--- src/rtl/irq_pkg.sv ---
// Shared definitions for the interrupt dispatcher: source count, id width, FSM encoding.
package irq_pkg;
  localparam int N_SRC = 8;
  localparam int ID_W  = 3;

  typedef enum logic [1:0] {
    IDLE    = 2'b00,
    OFFER   = 2'b01,
    SERVICE = 2'b10
  } state_t;
endpackage

--- src/rtl/irq_sync_edge.sv ---
// One request line: SYNC_STAGES-deep synchronizer followed by a rising-edge detector.
module irq_sync_edge #(
  parameter int SYNC_STAGES = 2
) (
  input  logic clk,
  input  logic rst_n,
  input  logic d,
  output logic s,
  output logic rise
);
  logic [SYNC_STAGES-1:0] chain;
  logic                   h;

  always_ff @(posedge clk or negedge rst_n) begin
    if (!rst_n) begin
      chain <= '0;
      h     <= 1'b0;
    end else begin
      chain <= {chain[SYNC_STAGES-2:0], d};
      h     <= s;
    end
  end

  assign s    = chain[SYNC_STAGES-1];
  assign rise = s & ~h;
endmodule

--- src/rtl/irq_dispatch.sv ---
// Interrupt front/back end around an external priority encoder: latches requests,
// offers the encoder's winner to the CPU with valid/ready, then holds it in service until EOI.
module irq_dispatch
  import irq_pkg::*;
#(
  parameter int SYNC_STAGES = 2,
  parameter int EDGE_MODE   = 1
) (
  input  logic            clk,
  input  logic            rst_n,
  input  logic [0:N_SRC-1] irq_in,
  input  logic [0:N_SRC-1] mask,
  output logic [0:N_SRC-1] pend_vec,
  input  logic [ID_W-1:0] enc_code,
  input  logic            enc_valid,
  output logic            vec_valid,
  output logic [ID_W-1:0] vec_id,
  input  logic            vec_ready,
  input  logic            eoi,
  output logic            in_service,
  output logic [0:N_SRC-1] pending
);
  state_t           state;
  logic [0:N_SRC-1] s;
  logic [0:N_SRC-1] rise;
  logic [0:N_SRC-1] pending_nxt;
  logic             accept;

  for (genvar i = 0; i < N_SRC; i++) begin : g_src
    irq_sync_edge #(.SYNC_STAGES(SYNC_STAGES)) u_sync (
      .clk  (clk),
      .rst_n(rst_n),
      .d    (irq_in[i]),
      .s    (s[i]),
      .rise (rise[i])
    );
  end

  assign accept = (state == OFFER) && vec_ready;

  // A new edge on the source being accepted wins over the clear, so it is not lost.
  always_comb begin
    pending_nxt = '0;
    for (int i = 0; i < N_SRC; i++) begin
      if (EDGE_MODE != 0)
        pending_nxt[i] = rise[i] | (pending[i] & ~(accept && (vec_id == ID_W'(i))));
      else
        pending_nxt[i] = s[i];
    end
  end

  // Encoder only sees requests in IDLE, so its output is never stale when consulted.
  assign pend_vec = (state == IDLE) ? (pending & ~mask) : '0;

  always_ff @(posedge clk or negedge rst_n) begin
    if (!rst_n) begin
      pending <= '0;
    end else begin
      pending <= pending_nxt;
    end
  end

  always_ff @(posedge clk or negedge rst_n) begin
    if (!rst_n) begin
      state      <= IDLE;
      vec_valid  <= 1'b0;
      vec_id     <= '0;
      in_service <= 1'b0;
    end else begin
      case (state)
        IDLE: begin
          if (enc_valid) begin
            vec_id    <= enc_code;
            vec_valid <= 1'b1;
            state     <= OFFER;
          end
        end
        OFFER: begin
          if (vec_ready) begin
            vec_valid  <= 1'b0;
            in_service <= 1'b1;
            state      <= SERVICE;
          end
        end
        SERVICE: begin
          if (eoi) begin
            in_service <= 1'b0;
            state      <= IDLE;
          end
        end
        default: begin
          vec_valid  <= 1'b0;
          in_service <= 1'b0;
          state      <= IDLE;
        end
      endcase
    end
  end
endmodule

--- config.mk ---
export PLATFORM = sky130hd
export DESIGN_NAME = irq_dispatch
export DESIGN_NICKNAME = d
export VERILOG_FILES = /design/src/rtl/irq_pkg.sv /design/src/rtl/irq_sync_edge.sv /design/src/rtl/irq_dispatch.sv
export SDC_FILE = /design/constraint.sdc
export NUM_CORES = 1
export LEC_CHECK = 0
export CAP_MARGIN = 30
export CORE_MARGIN = 1.5
export CORE_UTILIZATION = 44
export DETAILED_ROUTE_END_ITERATION = 10
export GPL_ROUTABILITY_DRIVEN = 0
export PLACE_DENSITY_LB_ADDON = 0.12
export SKIP_CTS_REPAIR_TIMING = 1
export SYNTH_ARGS = -nofsm -noshare
export SYNTH_HDL_FRONTEND = slang
export SYNTH_SLANG_ARGS = --single-unit
--- constraint.sdc ---
create_clock -name clk -period 1.6 [get_ports clk]
set_input_delay 0.32 -clock clk [delete_from_list [all_inputs] [get_ports clk]]
set_output_delay 0.32 -clock clk [all_outputs]
set_load 0.01 [all_outputs]
Word level (Yosys, flattened, before mapping) --
Cells that the tools add are included.
Storage, ports and cells: register bits 39, bits in latches 0, memory bits (writable) 0, memory bits (read-only) 0, bits of input ports 24, output and inout bits 21, logic and storage cells 103, memories 0
Operators by class: $add $sub $neg 0, multiply operators 0, div/mod/pow operators 0, order comparisons 0, equality and inequality tests 12, shift-type cells 0, multiplexer cells 11, bitwise operators 44, reductions and logical operators 15
Operators by type and width (count):
- 1-bit inverter | 18
- 1-bit AND | 16
- 3-bit == test (second input constant) | 4
- 1-bit logical AND | 9
- 3-bit AND reduction | 3
- 8-bit AND | 1
- 8-bit 2-to-1 mux | 1
- 8-bit inverter | 1
- 1-bit bitwise OR | 8
- 3-bit by 2-bit == test with 1-bit output (second input constant) | 2
- 2-bit 2-to-1 mux | 3
- 2-bit != test (second input constant) | 3
- 1-bit case mux with 3 select lines | 2
- 2-bit case mux with 3 select lines | 1
- 1-bit 2-to-1 mux | 4
- 3-bit by 1-bit == test with 1-bit output (second input constant) | 1
- 3-bit zero test | 1
- 2-bit by 1-bit == test with 1-bit output (second input constant) | 1
- 2-bit == test (second input constant) | 1
- 2-bit zero test | 1
- 2-bit AND reduction | 1

Longest topological paths before layout --
depth in word-level cells 6, mapped depth 4, gate-level depth less buffers 3

Hierarchy --
Synthesis repeated with hierarchy kept, for this count alone.
Unflattened totals: cells, all modules 101, area, all modules 1471.4 µm²
By module, submodules not included:
- irq_dispatch | instances 1, cells an instance 69, area an instance 760.7 µm², sequential area each 375.4 µm²
- irq_sync_edge | instances 8, cells an instance 4, area an instance 88.8 µm², sequential area each 75.1 µm²

Worst setup path after synthesis --
OpenSTA, ideal clock, no wires.
kind register to output, start point reg state[0], end point out pend_vec[0] (netlist name), data arrival time 1.068 ns, required time 1.280 ns, path slack 0.212 ns, cell stages (with the launch flop) 5, buffers on the path 2, cells stage by stage dfrtp_1 > buf_6 > or2_1 > buf_6 > nor3b_2
On the way: word-level cells in the longest chain between the ends 2
RTL lines:
- from (decl) | line irq_dispatch.sv:23 | state_t state;
- from (signal assigned) | line irq_dispatch.sv:65 | state <= IDLE;
- from (signal assigned) | line irq_dispatch.sv:75 | state <= OFFER;
- from (signal assigned) | line irq_dispatch.sv:82 | state <= SERVICE;
- 2-bit zero test | line irq_dispatch.sv:53 | assign pend_vec = (state == IDLE) ? (pending & ~mask) : '0;
- 8-bit 2-to-1 mux | line irq_dispatch.sv:53
- to (decl) | line irq_dispatch.sv:13 | output logic [0:N_SRC-1] pend_vec,
No other way between the ends.

Worst setup path after layout --
start point reg state[0], end point out pend_vec[3] (netlist name)
Same word-level chain as after synthesis.

==> results.ini <==
[outcome]
status=complete, but fails checks
violations=setup timing

[hold_path]
hold_end=g_src[2].u_sync.chain[1]
min_path_cells=0
hold_path_startpoint=g_src[2].u_sync.chain[0]
hold_class=flip-flop to flip-flop

[routing]
drc_errors=0
viasPerCell=4.92
drtIter0Drc=34
met1_length_um=1130
wl_met2_um=1230
via_count=950
wl_per_cell_um=13.2
wl_met3_um=160
routed.top_layer=met4
wirelength_um=2550
postRouteAntennaNets=0
dr.pass1.iters=4

[clock_network]
cts_tree=done
clock_sinks=39
clockBufferDepth=2
path_clk_slew_ns=0.12
cts_htree_levels=2
clk_latency_ns=0.34
cts_buffers=5
clock-root-buffer=clkbuf_4

[worst_setup_path]
path_max_fanout=6
rr_endpoint=pending[4]
r2r_slack_ns=0.25
crit_type=flip-flop to primary output
start_kind=flip-flop
cp.arrival_ns=1.49
crit_required_ns=1.28
crit_start=state[0]
setup.worst_path.end_class=primary output
reg2reg_from=state[0]
reg2regPathDepth=5

[logic_synthesis]
synthDistinctLibCells=17
yosys_warnings=0
synth_fp_nets=122
synth_area_um2=1360
syn-instance-count=98
avgSynthCellArea_um2=13.9
yosysSeqAreaShare=0.717
ys_ff_latch=39

[cells_and_area]
finalNonFillerCells=193
fin_util=0.677
layout_common_cells=dfrtp_1 (39), clkdlybuf4s50_1 (22), dlymetal6s2s_1 (13)
fin_area_um2=2030
drive_gt1_frac=0.231
nets=183
final_common_cell=dfrtp_1
syn_to_final_growth_pct=49.4
num_antenna_cells=0

[power]
pwr-share-comb=0.367
leakagePower_nw=0.932
p_sw_frac=0.292
pwr-share-seq=0.385
p_int_w=0.00229
p_sw_w=0.000945
clkPwrFrac=0.248
power.density_nw_per_um2=1590
vdd_drop_max_uv=796

[timing]
timing.final.crit_share=1.13
period_needed_ns=1.81
final.setup.worst_slack_ns=-0.215
fin_skew_ns=0.0101
worstMarginPinSlew_ns=0.496
finalHoldViolCount=0
fmax_ghz=0.551
final_max_slew_viol_count=0
whs_ns=0.358
setup_viol=8
relSlewSlack=0.669
grt_setup_unrepaired=yes

[place]
placed_area_um2=1900
dpl.hpwl_um=1840
dpl.cell_count=181
portBuffers=44
dpl_worst_slack_ns=-0.232

[floorplan]
initial_core_util=0.453
row_count=20
io_pins=45
die-area_um2=3440
placeableCoreArea_um2=3000
die_h_um=58.6
dieWidth_um=58.6

[global_routing]
track_usage=0.166
grt_max_degree=23
grt_pass1_wl_um=4030
overflow=0
grt_antenna_before_repair=0
grt_pass1_vias=887

[job]
maxCapViolations=0

==> registers in the layout, indices dropped and copies added (netlist names) <==
| register | cells |
|---|---|
| vec_id | 3 |
| state | 2 |
| g_src.u_sync.h | 8 |
| in_service | 1 |
| pending | 8 |
| g_src.u_sync.chain | 16 |
| vec_valid | 1 |
==> critical path: stages (launching register included) <==
cell and delay (ns):
dfrtp_1 0.41, or2_4 0.27, buf_12 0.14, nor3b_2 0.17, buf_2 0.16
==> metrics by stage <==
step           setup TNS, ns  total power (W)
2_1_floorplan              0          0.00182
4_1_cts                -5.21          0.00332
6_report               -1.47          0.00323
3_5_place_dp           -1.71          0.00251
5_1_grt                -1.96          0.00343
3_3_place_gp           -1.67          0.00249
==> cell usage after synthesis <==
cell | instances | area [µm²]
a21oi_1 | 3 | 15.0
buf_6 | 2 | 22.5
dfrtp_1 | 39 | 976
inv_1 | 10 | 37.5
mux2_1 | 3 | 33.8
nand2_1 | 5 | 18.8
nand2b_1 | 2 | 12.5
nand4b_1 | 1 | 8.76
nand4bb_1 | 1 | 11.3
nor2_1 | 3 | 11.3
nor2b_1 | 1 | 6.26
nor3b_2 | 8 | 100
o21ai_0 | 8 | 40.0
o21ai_1 | 8 | 40.0
o22ai_1 | 1 | 6.26
o31ai_1 | 2 | 15.0
or2_1 | 1 | 6.26
==> final cells by class <==
class / instances / area (µm²)
Inverter: 10 / 37.5
Multi-Input combinational cell: 47 / 328
Sequential cell: 39 / 976
Timing Repair Buffer: 56 / 546
Fill cell: 238 / 970
Clock buffer: 5 / 37.5
Clock inverter: 3 / 67.6
Tap cell: 33 / 41.3
==> worst max path at each step <==
stage / depth (start not counted) / slack [ns] / to
final: 4 / -0.21 / pend_vec[3]
after floorplan: 4 / 0.21 / pend_vec[0]
after detailed placement: 4 / -0.23 / pend_vec[3]
after CTS: 4 / -0.66 / pend_vec[3]
after global placement: 4 / -0.24 / pend_vec[3]
after global routing: 4 / -0.27 / pend_vec[2]
==> cells by family after synthesis <==
family                 after synthesis  synth area share
muxes                                3            0.0248
AOI/OAI and AO/OA                   22            0.0855
DFF                                 39             0.717
buffers and inverters               12            0.0441
and+or+nand+nor                     22             0.129
==> per-layer routing <==
layer,GRT usage,vias up
li1,-,449
met1,0.203,466
met2,0.254,31
met3,0.0681,4
met4,0.0877,0
met5,0,-
==> power by group through the flow <==
stage                     Combinational (W)  Clock (W)  Sequential [W]
after floorplan                    0.000477          0         0.00134
after global placement              0.00122          0         0.00126
after detailed placement            0.00124          0         0.00127
after CTS                           0.00125   0.000823         0.00125
after global routing                0.00130   0.000862         0.00127
final                               0.00119   0.000802         0.00124
(Power assumes the default switching activity.)
